### src/rtl/photon_gate_counter_pkg.sv
// Shared types and constants for the gated photon-rate counter.
package photon_gate_counter_pkg;

   localparam int         DIGITS_DEFAULT = 8;
   localparam logic [3:0] BCD_NINE       = 4'd9;

   typedef enum logic {ST_IDLE, ST_GATE} gate_state_e;
   typedef enum logic {ST_ARMED, ST_HOLD} hold_state_e;

endpackage

### src/rtl/photon_gate_counter_zbcd_digit.sv
// One packed-BCD digit of the accumulator ripple chain (purely combinational).
module zbcd_digit
   import photon_gate_counter_pkg::*;
(
   input  logic       inc_in,
   input  logic [3:0] value,
   output logic [3:0] value_next,
   output logic       carry_out,
   output logic       is_nine
);

   always_comb begin
      is_nine    = (value == BCD_NINE);
      carry_out  = inc_in & is_nine;
      value_next = value;
      if (inc_in) begin
         value_next = is_nine ? 4'd0 : value + 4'd1;
      end
   end

endmodule

### src/rtl/photon_gate_counter.sv
// Gated photon-rate counter: synchronised edge detect, dead-time holdoff,
// saturating BCD accumulation over back-to-back fixed windows.
module photon_gate_counter
   import photon_gate_counter_pkg::*;
#(
   parameter int GATE_CYCLES = 50_000_000,
   parameter int DEAD_CYCLES = 5,
   parameter int DIGITS      = DIGITS_DEFAULT
) (
   input  logic                clk,
   input  logic                rst_n,
   input  logic                en,
   input  logic                clear,
   input  logic                pulse_in,
   output logic [4*DIGITS-1:0] count_bcd,
   output logic                overflow,
   output logic                valid,
   output logic                gate_active,
   output logic                dead_active
);

   localparam int GW = $clog2(GATE_CYCLES);
   localparam int HW = $clog2(DEAD_CYCLES + 2);
   localparam logic [GW-1:0] GATE_LAST = GW'(GATE_CYCLES - 1);
   localparam logic [GW-1:0] GATE_ONE  = GW'(1);
   localparam logic [HW-1:0] DEAD_LOAD = HW'(DEAD_CYCLES);
   localparam logic [HW-1:0] HOLD_ONE  = HW'(1);

   logic [1:0]          sync_q, sync_d;
   logic                prev_q, prev_d;
   hold_state_e         hold_state_q, hold_state_d;
   logic [HW-1:0]       hold_cnt_q, hold_cnt_d;
   gate_state_e         gate_state_q, gate_state_d;
   logic [GW-1:0]       gate_cnt_q, gate_cnt_d;
   logic [4*DIGITS-1:0] acc_q, acc_d;
   logic                ovf_acc_q, ovf_acc_d;
   logic [4*DIGITS-1:0] count_q, count_d;
   logic                overflow_q, overflow_d;
   logic                valid_q, valid_d;

   logic                edge_det;
   logic                accept;
   logic                inc;
   logic                acc_sat;
   logic [4*DIGITS-1:0] acc_ripple;
   logic [4*DIGITS-1:0] acc_step;
   logic                ovf_step;
   logic [DIGITS:0]     carry;
   logic [DIGITS-1:0]   nine;

   // Input path and holdoff; the holdoff ignores window boundaries.
   always_comb begin
      sync_d       = {sync_q[0], pulse_in};
      prev_d       = sync_q[1];
      edge_det     = sync_q[1] & ~prev_q;
      accept       = 1'b0;
      hold_state_d = hold_state_q;
      hold_cnt_d   = hold_cnt_q;
      case (hold_state_q)
         ST_ARMED: begin
            if (edge_det) begin
               accept = 1'b1;
               if (DEAD_CYCLES != 0) begin
                  hold_state_d = ST_HOLD;
                  hold_cnt_d   = DEAD_LOAD;
               end
            end
         end
         ST_HOLD: begin
            hold_cnt_d = hold_cnt_q - HOLD_ONE;
            if (hold_cnt_q == HOLD_ONE) begin
               hold_state_d = ST_ARMED;
            end
         end
         default: hold_state_d = ST_ARMED;
      endcase
      if (clear) begin
         hold_state_d = ST_ARMED;
         hold_cnt_d   = '0;
      end
   end

   assign inc      = accept & (gate_state_q == ST_GATE);
   assign carry[0] = inc;

   for (genvar g = 0; g < DIGITS; g++) begin : g_digit
      zbcd_digit u_digit (
         .inc_in     (carry[g]),
         .value      (acc_q[4*g +: 4]),
         .value_next (acc_ripple[4*g +: 4]),
         .carry_out  (carry[g+1]),
         .is_nine    (nine[g])
      );
   end

   // Top carry only fires with every digit at 9; the value then holds.
   assign acc_sat  = carry[DIGITS] & (&nine);
   assign acc_step = acc_sat ? acc_q : acc_ripple;
   assign ovf_step = ovf_acc_q | acc_sat;

   always_comb begin
      gate_state_d = gate_state_q;
      gate_cnt_d   = gate_cnt_q;
      acc_d        = acc_q;
      ovf_acc_d    = ovf_acc_q;
      count_d      = count_q;
      overflow_d   = overflow_q;
      valid_d      = 1'b0;
      case (gate_state_q)
         ST_IDLE: begin
            gate_cnt_d = '0;
            acc_d      = '0;
            ovf_acc_d  = 1'b0;
            if (en) begin
               gate_state_d = ST_GATE;
            end
         end
         ST_GATE: begin
            if (!en) begin
               gate_state_d = ST_IDLE;
               gate_cnt_d   = '0;
               acc_d        = '0;
               ovf_acc_d    = 1'b0;
            end else if (gate_cnt_q == GATE_LAST) begin
               count_d    = acc_step;
               overflow_d = ovf_step;
               valid_d    = 1'b1;
               gate_cnt_d = '0;
               acc_d      = '0;
               ovf_acc_d  = 1'b0;
            end else begin
               gate_cnt_d = gate_cnt_q + GATE_ONE;
               acc_d      = acc_step;
               ovf_acc_d  = ovf_step;
            end
         end
         default: gate_state_d = ST_IDLE;
      endcase
      if (clear) begin
         gate_state_d = ST_IDLE;
         gate_cnt_d   = '0;
         acc_d        = '0;
         ovf_acc_d    = 1'b0;
         count_d      = '0;
         overflow_d   = 1'b0;
         valid_d      = 1'b0;
      end
   end

   always_ff @(posedge clk or negedge rst_n) begin
      if (!rst_n) begin
         sync_q       <= '0;
         prev_q       <= 1'b0;
         hold_state_q <= ST_ARMED;
         hold_cnt_q   <= '0;
         gate_state_q <= ST_IDLE;
         gate_cnt_q   <= '0;
         acc_q        <= '0;
         ovf_acc_q    <= 1'b0;
         count_q      <= '0;
         overflow_q   <= 1'b0;
         valid_q      <= 1'b0;
      end else begin
         sync_q       <= sync_d;
         prev_q       <= prev_d;
         hold_state_q <= hold_state_d;
         hold_cnt_q   <= hold_cnt_d;
         gate_state_q <= gate_state_d;
         gate_cnt_q   <= gate_cnt_d;
         acc_q        <= acc_d;
         ovf_acc_q    <= ovf_acc_d;
         count_q      <= count_d;
         overflow_q   <= overflow_d;
         valid_q      <= valid_d;
      end
   end

   assign count_bcd   = count_q;
   assign overflow    = overflow_q;
   assign valid       = valid_q;
   assign gate_active = (gate_state_q == ST_GATE);
   assign dead_active = (hold_state_q == ST_HOLD);

endmodule
### config.mk
export PLATFORM = sky130hd
export DESIGN_NAME = photon_gate_counter
export DESIGN_NICKNAME = d
export VERILOG_FILES = /design/src/rtl/photon_gate_counter_pkg.sv /design/src/rtl/photon_gate_counter_zbcd_digit.sv /design/src/rtl/photon_gate_counter.sv
export SDC_FILE = /design/constraint.sdc
export NUM_CORES = 1
export LEC_CHECK = 0
export BUFFER_PORTS_ARGS = -buffer_cell sky130_fd_sc_hd__buf_2
export CAP_MARGIN = 20
export CELL_PAD_IN_SITES_DETAIL_PLACEMENT = 0
export CELL_PAD_IN_SITES_GLOBAL_PLACEMENT = 1
export CORE_ASPECT_RATIO = 1.2
export CORE_UTILIZATION = 46
export CTS_CLUSTER_SIZE = 10
export DETAILED_ROUTE_END_ITERATION = 12
export PLACE_DENSITY = 0.75
export SETUP_SLACK_MARGIN = 0.15
export SYNTH_ARGS = -nofsm -noshare
export SYNTH_HDL_FRONTEND = slang
export SYNTH_SLANG_ARGS = --single-unit
### constraint.sdc
create_clock -name clk -period 2.55 [get_ports clk]
set_clock_uncertainty 0.05 [all_clocks]
set_input_delay 0.255 -clock clk [delete_from_list [all_inputs] [get_ports clk]]
set_output_delay 0.255 -clock clk [all_outputs]
set_load 0.02 [all_outputs]
# == Word level (Yosys, flattened, before mapping) ==
# Index checks and enable logic that the tools add are counted.
# op_classes
reduce_logical,5
add_sub_neg,10
mux,51
bitwise_logic,15
n_eq_ne,11
# op_table
op,n
two-way mux 32 bit,8
two-way mux 26 bit,3
two-way mux 4 bit,16
one-hot mux 32 bit (2 select lines),1
one-hot mux 26 bit (2 select lines),1
"adder 4 x 1 -> 4 bit, second input constant",8
"equality test 4 bit, second input constant",8
"adder 26 x 1 -> 26 bit, second input constant",1
"equality test 26 bit, second input constant",1
two-way mux 1 bit,17
AND 1 bit,11
AND reduction 8 bit,1
two-way mux 3 bit,2
one-hot mux 3 bit (2 select lines),1
nonzero test 2 bit,3
one-hot mux 1 bit (2 select lines),2
"equality test 3 x 1 -> 1 bit, second input constant",1
"!= test 3 bit, second input constant",1
inverter 1 bit,3
AND reduction 3 bit,1
"subtractor 3 x 1 -> 3 bit, second input constant",1
OR 1 bit,1
# totals
out_inout_bits,36
register_bits,101
inputBits,5

# == Longest topological paths before layout ==
# Gate-level depths: netlist of run 1.
# depth
ltp_word,19
ltp_mapped,9
depth_no_buf,7

# == By module ==
# From an unflattened synthesis of run 1, not the netlist that was laid out.
# unflattened
cells_unflattened,524
hier_area_um2,5212.5
# modules_own_cells
module,seq_area_each_um2,area_per_inst_um2,cells_each,instances
photon_gate_counter,2527.4,4371.7,404,1
zbcd_digit,0.0,105.1,15,8

# == Worst setup path after synthesis of run 1 ==
# No wires, ideal clock.
# synth_timing
kind,register to register
startpoint,reg acc_q[5]
endpoint,"reg count_q[29], in the netlist count_bcd[29]"
setup_slack_ns,0.461
arrival_time_ns,1.965
stages_incl_launch_ff,9
period_less_slack_ns,2.089
path_buffers,1
path_cell_list,dfrtp_1 > inv_1 > ha_1 > and3b_1 > clkbuf_1 > nand4_1 > nor3_1 > mux2_2 > o21ai_2
# synth_via
elab_chain_len,14
word_cells_on_any_way,16
# synth_rtl
element,line_no,text
"start, declared",photon_gate_counter.sv:35,"logic [4*DIGITS-1:0] acc_q, acc_d;"
"start signal, assigned",photon_gate_counter.sv:158,acc_q <= '0;
"start signal, assigned",photon_gate_counter.sv:170,acc_q <= acc_d;
equality test 4 bit (*),photon_gate_counter_zbcd_digit.sv:13,is_nine = (value == BCD_NINE);
AND 1 bit (7 in a row),photon_gate_counter_zbcd_digit.sv:14,carry_out = inc_in & is_nine;
AND 1 bit,photon_gate_counter.sv:97,assign acc_sat = carry[DIGITS] & (&nine);
two-way mux 32 bit (*),photon_gate_counter.sv:98,assign acc_step = acc_sat ? acc_q : acc_ripple;
two-way mux 32 bit (*),photon_gate_counter.sv:124,end else if (gate_cnt_q == GATE_LAST) begin
two-way mux 32 bit (*),photon_gate_counter.sv:119,if (!en) begin
two-way mux 32 bit (*),photon_gate_counter.sv:109,case (gate_state_q)
two-way mux 32 bit (*),photon_gate_counter.sv:139,if (clear) begin
"end signal, assigned",photon_gate_counter.sv:172,count_q <= count_d;
"end, declared",photon_gate_counter.sv:37,"logic [4*DIGITS-1:0] count_q, count_d;"
# Mark *: on every way between the ends. The rest lies on a longest branch, timed or not. The select of a mux whose other input is x is not followed.
# A chain may end at the register's enable or synchronous reset.

# == Worst setup path in the final report of run 1 ==
# layout_timing
startpoint,reg acc_q[1]
endpoint,"reg count_q[29], in the netlist count_bcd[29]"
# layout_via
elab_chain_len,15
word_cells_on_any_way,17
# layout_rtl
element,line_no
equality test 4 bit (*),photon_gate_counter_zbcd_digit.sv:13
AND 1 bit (8 in a row),photon_gate_counter_zbcd_digit.sv:14
AND 1 bit,photon_gate_counter.sv:97
two-way mux 32 bit (*),photon_gate_counter.sv:98
two-way mux 32 bit (*),photon_gate_counter.sv:124
two-way mux 32 bit (*),photon_gate_counter.sv:119
two-way mux 32 bit (*),photon_gate_counter.sv:109
two-way mux 32 bit (*),photon_gate_counter.sv:139
# Marks and branches as above.

==> results.json, run 1 <==
{
  "status": "finished, violations left",
  "violations": "design-rule violations",
  "max_slew_margin": 0.636,
  "first_global_vias": 3852,
  "clockBufferDepth": 2,
  "power_mw": 3.26,
  "finalSetupViolCount": 0,
  "antenna_found_initial": 0,
  "routed_wirelength_mm": 10.8,
  "fillers": 978,
  "dieArea_um2": 11600,
  "place_hpwl_mm": 7.76,
  "post-place-ws_ns": 0.264,
  "die_h_um": 118,
  "drt_first_iter_violations": 149,
  "port-buffer-count": 40,
  "via_count": 3813,
  "cts_made_buffers": 9,
  "cts_root_buffer": "clkbuf_16",
  "holdCritPathClass": "in -> reg",
  "vias_per_cell": 5.58,
  "place.gp.congestion": 0.821,
  "yosys_register_bits": 101,
  "final.setup.tns_ns": 0,
  "wl_per_cell_um": 15.8,
  "synth_ff_type": "dfrtp_1",
  "hold_viol": 0,
  "grt-ovfl-total": 0,
  "slew_violations": 0,
  "antenna_left": 0,
  "final.setup.worst_slack_ns": 0.297,
  "final_layout_size_suffix_gt1_frac": 0.220,
  "grt_pass1_wl_mm": 18.6,
  "dr.pass1.iters": 10,
  "synthesis.area_um2": 5130,
  "tightest_slew_ns": 0.542,
  "worst_ep_arrival_time_ns": 2.47,
  "synth_edf_count": 0,
  "htreeDepth": 3,
  "yosysSeqAreaShare": 0.493,
  "cap_viol_max_count": 0,
  "io_pins": 41,
  "core_um2": 10700,
  "crit_path_max_incr_delay_ns": 0.46,
  "synth_fp_nets": 522,
  "finalCritPeriodShare": 0.884,
  "powerDensity_nw_per_um2": 551,
  "worstPathRequired_ns": 2.77,
  "grt_use_total": 0.203,
  "rows": 41,
  "tritoncts": "done",
  "clk_pin_slew_ns": 0.07,
  "yosys_warnings": 0,
  "die_w_um": 98.4,
  "rsz0062_at_grt": "false",
  "fmax_mhz": 444,
  "p_leak_nw": 2.65,
  "drcViolationCount": 3,
  "async_flop_share": 1.00,
  "synth_cell_types": 63,
  "start_kind": "register",
  "n_antenna_cell": 0,
  "layout_commonest_cell": "dfrtp_1",
  "insertion_delay_ns": 0.34,
  "finalCriticalPeriod_ns": 2.25,
  "start_util": 0.481,
  "cts_sinks": 101,
  "avgSynthCellArea_um2": 10.3,
  "critPathSlowestCell": "nor3_1",
  "critical_path_class": "reg -> reg",
  "end_kind": "register",
  "critPathMaxFanout": 4,
  "grt_start_max_net_pins": 42,
  "path_cells": "inv_1, ha_1, and3b_1, nand4_1, nor3_1, mux2_2, o21ai_2",
  "nets": 573,
  "final_cell_mix": "101 x dfrtp_1, 66 x nor2_1, 48 x nand2_1",
  "ir_drop_v": 0.000360,
  "syn_inst": 498,
  "area_growth_pct": 15.4
}
[synthesized netlist by cell type (2+ instances only)]
library cell    n  share of area
nor4_4          4          0.017
nor2_1         66          0.048
buf_4           2         0.0029
buf_2           9         0.0088
o21ai_1         2         0.0020
a21oi_1        15          0.015
inv_1          17          0.012
nand2_2         2         0.0024
nor3_1         16          0.016
nand3_1        19          0.019
ha_1           19          0.046
nor2b_1         2         0.0024
nor3b_1         2         0.0029
xor2_1          9          0.015
and3_1          2         0.0024
nand2b_1        4         0.0049
dfrtp_1       101           0.49
nand2_1        48          0.035
a31oi_1         2         0.0024
clkbuf_1        4         0.0029
or4_1           2         0.0029
o21ai_2        24          0.041
a22o_1          2         0.0034
nor4_1         11          0.013
and3b_1         9          0.015
mux2_2          2         0.0044
nand4_1        18          0.022
buf_6           4         0.0088
o31ai_1         4         0.0059
a211oi_1        4         0.0059
or3_1           3         0.0037
nand3b_1        8          0.012
xnor2_1        21          0.036
o21ai_0         6         0.0059
mux2i_1         7          0.014
[timing repair]
item                       CTS  global route
hold endpoints to repair    38             0
setup endpoints to repair    0            13
hold buffers                 2             0
buffers inserted             0             1
resized for setup            0             3
[metal layers]
metal / vias up / track usage / part of all wire
li1: 1855 / - / -
met1: 1874 / 0.259 / 0.45
met2: 67 / 0.346 / 0.49
met3: 17 / 0.0356 / 0.035
met4: 0 / 0.0737 / 0.019
met5: - / 0 / 0
[critical path: cells and delay by family, from the launching register on]
kind | cells | cell delay (ns)
fa+ha+maj | 1 | 0.23
mux | 1 | 0.41
flops | 1 | 0.41
buf+inv | 1 | 0.07
simple gates | 3 | 0.89
compound gates | 1 | 0.12
[metrics by stage]
stage,utilization,instance area [um^2],hold WS (ns),std cells
5_1_grt,0.555,5920,0.101,683
3_5_place_dp,0.519,5530,0.228,664
2_1_floorplan,-,5130,-0.0906,498
3_3_place_gp,0.519,5530,0.221,664
6_report,0.555,5920,0.101,683
4_1_cts,0.553,5900,0.0903,682
[layout make-up]
cell class | instances | area (um^2) | area share
clock buffer | 13 | 280 | 0.0473
clock inverter | 3 | 65.1 | 0.0110
timing repair buffer | 60 | 383 | 0.0647
inverter | 18 | 72.6 | 0.0123
sequential | 101 | 2530 | 0.427
multi-input combinational | 359 | 2430 | 0.411
tap | 129 | 161 | 0.0273
[logic make-up after synthesis]
logic type	share of synthesized area
muxes	0.0202
and+or+nand+nor	0.252
AOI/OAI and AO/OA	0.0988
xor gates and xnor gates	0.0512
adders and majority gates	0.0463
buffers and inverters	0.0385
DFF	0.493
[registers in the layout, summed over array words and instances (netlist names)]
name	flops
sync_q	2
gate_active	1
hold_cnt_q	3
dead_active	1
overflow	1
acc_q	32
gate_cnt_q	26
prev_q	1
ovf_acc_q	1
count_bcd	32
valid	1
[report_power, final]
group          leakage (nW)  internal [mW]  switching, mW
Sequential             1.40           1.61        0.00895
Clock                 0.172          0.966          0.581
Combinational          1.08         0.0298         0.0678
[final timing paths]
| kind | startpoint | endpoint | slack (ns) | cells past startpoint |
|---|---|---|---|---|
| max | acc_q[1]$_DFF_PN0_ | count_bcd[29]$_DFFE_PN0P_ | 0.30 | 7 |
| min | clear | gate_active$_DFF_PN0_ | 0.10 | 2 |
| max reg2reg | acc_q[1]$_DFF_PN0_ | count_bcd[29]$_DFFE_PN0P_ | 0.30 | 7 |
| min reg2reg | sync_q[0]$_DFF_PN0_ | sync_q[1]$_DFF_PN0_ | 0.31 | 0 |
| max in group asynchronous | rst_n | gate_cnt_q[2]$_DFF_PN0_ | 1.35 | 3 |
| min in group asynchronous | rst_n | count_bcd[16]$_DFFE_PN0P_ | 0.39 | 2 |
(Power assumes the default switching activity.)
==> run 2: changes to the inputs <==
--- a/config.mk
+++ b/config.mk
@@ -11,8 +11,9 @@
 export CELL_PAD_IN_SITES_GLOBAL_PLACEMENT = 1
 export CORE_ASPECT_RATIO = 1.2
-export CORE_UTILIZATION = 46
+export CORE_UTILIZATION = 47
+export CTS_CLUSTER_DIAMETER = 40
 export CTS_CLUSTER_SIZE = 10
 export DETAILED_ROUTE_END_ITERATION = 12
-export PLACE_DENSITY = 0.75
+export PLACE_DENSITY = 0.76
 export SETUP_SLACK_MARGIN = 0.15
 export SYNTH_ARGS = -nofsm -noshare
--- a/constraint.sdc
+++ b/constraint.sdc
@@ -3,3 +3,3 @@
 set_input_delay 0.255 -clock clk [delete_from_list [all_inputs] [get_ports clk]]
 set_output_delay 0.255 -clock clk [all_outputs]
-set_load 0.02 [all_outputs]
+set_load 0.005 [all_outputs]
==> run 2 against run 1 <==
The flow now finishes without violations. Non-clock buffer count increased by 3. Critical endpoint is now count_bcd[22]$_DFFE_PN0P_. Critical path type unchanged. Largest power group unchanged. Utilization increased by 0.62 points. Hold slack got worse by 0.013 ns. Register-to-register slack about the same. Flip-flop and latch count unchanged. Routed wire length increased by 1.4%. First-iteration DRC count increased by 20%. Sequential power about the same.
==> results.json, run 2 (synthesis gave the netlist of run 1 again) <==
{
  "place.gp.congestion": 0.812,
  "finalCritPeriodShare": 0.884,
  "ir_drop_v": 0.000271,
  "clk_pin_slew_ns": 0.07,
  "tightest_slew_ns": 0.651,
  "tritoncts": "done",
  "wl_per_cell_um": 16.0,
  "place_hpwl_mm": 7.70,
  "layout_commonest_cell": "dfrtp_1",
  "cts_sinks": 101,
  "grt_use_total": 0.208,
  "vias_per_cell": 5.55,
  "grt-ovfl-total": 0,
  "start_util": 0.485,
  "fmax_mhz": 444,
  "port-buffer-count": 40,
  "grt_start_max_net_pins": 52,
  "powerDensity_nw_per_um2": 541,
  "dr.pass1.iters": 4,
  "htreeDepth": 3,
  "io_pins": 41,
  "p_leak_nw": 2.65,
  "routed_wirelength_mm": 10.9,
  "slew_violations": 0,
  "critical_path_class": "reg -> reg",
  "holdWs_ns": 0.0877,
  "final_layout_size_suffix_gt1_frac": 0.219,
  "drt_first_iter_violations": 179,
  "rows": 41,
  "die_h_um": 116,
  "critPathMaxFanout": 8,
  "cap_viol_max_count": 0,
  "fillers": 942,
  "start_kind": "register",
  "grt_pass1_wl_mm": 18.7,
  "antenna_found_initial": 0,
  "cts_made_buffers": 9,
  "finalCriticalPeriod_ns": 2.25,
  "first_global_vias": 3760,
  "max_slew_margin": 0.566,
  "status": "finished clean",
  "die_w_um": 97.4,
  "final.setup.tns_ns": 0,
  "via_count": 3801,
  "area_growth_pct": 15.6,
  "worst_ep_arrival_time_ns": 2.43,
  "cts_root_buffer": "clkbuf_16",
  "hold_viol": 0,
  "core_um2": 10600,
  "nets": 576,
  "worstPathRequired_ns": 2.72,
  "finalSetupViolCount": 0,
  "n_antenna_cell": 0,
  "rsz0062_at_grt": "true",
  "reg2reg_setup_slack_ns": 0.30,
  "holdCritPathClass": "in -> reg",
  "dieArea_um2": 11300,
  "drcViolationCount": 0,
  "clockBufferDepth": 2,
  "final_cell_mix": "101 x dfrtp_1, 66 x nor2_1, 48 x nand2_1",
  "insertion_delay_ns": 0.34,
  "antenna_left": 0,
  "end_kind": "register",
  "power_mw": 3.21
}
-- run 2: worst max-delay path, cell delays in order (launching register included) --
cell and delay [ns]:
dfrtp_1 0.42, inv_1 0.08, ha_1 0.16, nand3b_1 0.24, nor4_4 0.31, buf_4 0.20
nand3_1 0.09, mux2_1 0.34, a32o_1 0.25
-- run 2: stage by stage --
| stage | setup slack [ns] | instance area (um^2) | cells | utilization |
|---|---|---|---|---|
| floorplan | 0.461 | 5130 | 498 | - |
| global placement | 0.252 | 5550 | 665 | 0.525 |
| detailed placement | 0.218 | 5550 | 665 | 0.525 |
| CTS | 0.195 | 5900 | 682 | 0.558 |
| global route | 0.0968 | 5930 | 685 | 0.561 |
| finish | 0.296 | 5930 | 685 | 0.561 |
-- run 2: metal layers --
layer | global-route usage | up-vias | wire (um)
met1 | 0.277 | 1873 | 5100
met3 | 0.0341 | 13 | 308
met4 | 0.0814 | 0 | 148
met5 | 0 | - | 0
li1 | - | 1854 | -
met2 | 0.344 | 61 | 5380
-- run 2: timing repair --
action | 4_1_cts | 5_1_grt
resized for setup | 0 | 2
endpoints found under the hold margin | 50 | 0
endpoints found under the setup margin | 0 | 20
hold buffers | 2 | 0
setup buffers | 0 | 3
-- run 2: final timing paths --
path                       cells after the start                        end           startpoint
setup / recovery                               8  count_bcd[22]$_DFFE_PN0P_   acc_q[5]$_DFF_PN0_
hold / removal                                 2      gate_active$_DFF_PN0_                clear
setup reg to reg                               8  count_bcd[22]$_DFFE_PN0P_   acc_q[5]$_DFF_PN0_
hold reg to reg                                0        sync_q[1]$_DFF_PN0_  sync_q[0]$_DFF_PN0_
max in group asynchronous                      3  count_bcd[22]$_DFFE_PN0P_                rst_n
min in group asynchronous                      2  count_bcd[14]$_DFFE_PN0P_                rst_n
-- run 2: report_power, final --
group          leakage, nW  total (mW)  internal (mW)  switching, mW
logic                 1.10      0.0980         0.0320         0.0661
clock network        0.159        1.49          0.911          0.581
registers             1.40        1.62           1.61        0.00933
total                 2.65        3.21           2.55          0.657
-- run 2: final cells by class --
cell class | instances | area [um^2] | area share
clock inverter | 3 | 68.8 | 0.0116
timing repair buffer | 63 | 418 | 0.0705
multi-input combinational | 359 | 2430 | 0.409
inverter | 18 | 72.6 | 0.0122
tap | 129 | 161 | 0.0272
sequential | 101 | 2530 | 0.426
clock buffer | 12 | 256 | 0.0432
==> run 3: changes to the inputs <==
- RECOVER_POWER: not set -> 25
==> run 3 against run 2 <==
Via count about the same. Setup slack improved by 0.0019 ns. Critical path type unchanged. Clock power is essentially flat. Highest routed layer unchanged. Combinational power fell by 0.5%. Die area unchanged. Hold slack about the same. Sequential power is essentially flat. Flip-flop and latch count did not move. Sequential share of layout area barely moved. First-iteration DRC count stayed put. Critical path depth unchanged. Final cell count stayed put.
==> results.json, run 3 (synthesis gave the netlist of run 1 again) <==
{
  "insertion_delay_ns": 0.34,
  "place_hpwl_mm": 7.70,
  "tritoncts": "done",
  "grt_use_total": 0.208,
  "cts_sinks": 101,
  "dr.pass1.iters": 6,
  "p_leak_nw": 2.64,
  "r2r_end": "count_bcd[22]$_DFFE_PN0P_",
  "rows": 41,
  "critical_path_class": "reg -> reg",
  "seqCellArea_um2": 2530,
  "layout_commonest_cell": "dfrtp_1",
  "worstPathRequired_ns": 2.72,
  "max_slew_margin": 0.154,
  "cts_made_buffers": 9,
  "htreeDepth": 3,
  "grt_pass1_wl_mm": 18.7,
  "io_pins": 41,
  "antenna_left": 0,
  "fillers": 946,
  "final.setup.tns_ns": 0,
  "hold_viol": 0,
  "min_path_cells": 2,
  "die_h_um": 116,
  "finalSetupViolCount": 0,
  "drt_first_iter_violations": 179,
  "die_w_um": 97.4,
  "place.gp.congestion": 0.812,
  "reg2reg_setup_slack_ns": 0.30,
  "cap_viol_max_count": 0,
  "final.setup.worst_slack_ns": 0.298,
  "rsz0062_at_grt": "true",
  "critPathMaxFanout": 8,
  "clockBufferDepth": 2,
  "finalCritPeriodShare": 0.883,
  "power_mw": 3.21,
  "end_kind": "register",
  "clk_pin_slew_ns": 0.07,
  "post-place-ws_ns": 0.218,
  "via_count": 3804,
  "r2r-start": "acc_q[5]$_DFF_PN0_",
  "grt_start_max_net_pins": 52,
  "antenna_found_initial": 0,
  "min_to": "gate_active$_DFF_PN0_",
  "port-buffer-count": 40,
  "final_cell_mix": "101 x dfrtp_1, 66 x nor2_1, 48 x nand2_1",
  "vias_per_cell": 5.55,
  "status": "finished clean",
  "tightest_slew_ns": 1.27,
  "drcViolationCount": 0,
  "hold_start": "clear",
  "final_layout_size_suffix_gt1_frac": 0.214,
  "multi_input_area_um2": 2430,
  "area_growth_pct": 15.5,
  "wl_per_cell_um": 16.0,
  "first_global_vias": 3760,
  "routed_wirelength_mm": 10.9,
  "slew_violations": 0,
  "holdCritPathClass": "in -> reg",
  "ir_drop_v": 0.000271,
  "reg2regPathDepth": 8,
  "grt-ovfl-total": 0,
  "dieArea_um2": 11300,
  "n_antenna_cell": 0,
  "finalCriticalPeriod_ns": 2.25,
  "powerDensity_nw_per_um2": 542,
  "start_util": 0.485,
  "nets": 576,
  "worst_ep_arrival_time_ns": 2.43,
  "core_um2": 10600,
  "cts_root_buffer": "clkbuf_16",
  "start_kind": "register",
  "fmax_mhz": 444,
  "holdWs_ns": 0.0874
}
-- run 3: cell types whose count changed in the layout (fill, tap and decap cells not counted), sizes merged --
cell and delta:
clkbuf +4, buf -4
-- run 3: repair_timing --
item,4_1_cts,5_1_grt
buffers inserted,0,3
endpoints found under the hold margin,50,0
hold buffers,2,0
gates resized for setup,0,2
setup endpoints to repair,0,20
-- run 3: metal layers --
metal | GRT usage | share of wire | vias to the layer above | wire length (um)
met3 | 0.0341 | 0.029 | 13 | 317
met1 | 0.277 | 0.47 | 1874 | 5110
li1 | - | - | 1854 | -
met2 | 0.344 | 0.49 | 63 | 5370
met5 | 0 | 0 | - | 0
met4 | 0.0814 | 0.014 | 0 | 148
-- run 3: worst max path at each step --
stage | start | end | slack [ns]
after floorplan | acc_q[5]$_DFF_PN0_ | count_bcd[29]$_DFFE_PN0P_ | 0.46
after detailed placement | acc_q[1]$_DFF_PN0_ | count_bcd[9]$_DFFE_PN0P_ | 0.22
after global placement | acc_q[1]$_DFF_PN0_ | count_bcd[9]$_DFFE_PN0P_ | 0.25
after global routing | acc_q[13]$_DFF_PN0_ | count_bcd[7]$_DFFE_PN0P_ | 0.1
after CTS | acc_q[5]$_DFF_PN0_ | count_bcd[22]$_DFFE_PN0P_ | 0.20
final | acc_q[5]$_DFF_PN0_ | count_bcd[22]$_DFFE_PN0P_ | 0.30
-- run 3: final cells by class --
cell class | count | area share
timing repair buffer | 63 | 0.0695
tap | 129 | 0.0272
sequential | 101 | 0.427
inverter | 18 | 0.0122
multi-input combinational | 359 | 0.410
clock buffer | 12 | 0.0433
clock inverter | 3 | 0.0116
-- run 3: power breakdown --
part | internal (mW) | switching, mW | leakage [nW]
clock | 0.911 | 0.582 | 0.159
combinational | 0.0314 | 0.0661 | 1.08
sequential | 1.61 | 0.00933 | 1.40
total | 2.55 | 0.658 | 2.64
-- run 3: critical path: stages, from the launching register on --
cell and delay [ns]:
dfrtp_1 0.42, inv_1 0.08, ha_1 0.16, nand3b_1 0.24, nor4_4 0.31, buf_4 0.20, nand3_1 0.09, mux2_1 0.34
a32o_1 0.25
-- run 3: per-stage QoR --
stage	cells	util	instance area [um^2]
detailed placement	665	0.525	5550
floorplan	498	-	5130
global placement	665	0.525	5550
global route	685	0.561	5920
CTS	682	0.558	5900
finish	685	0.561	5920
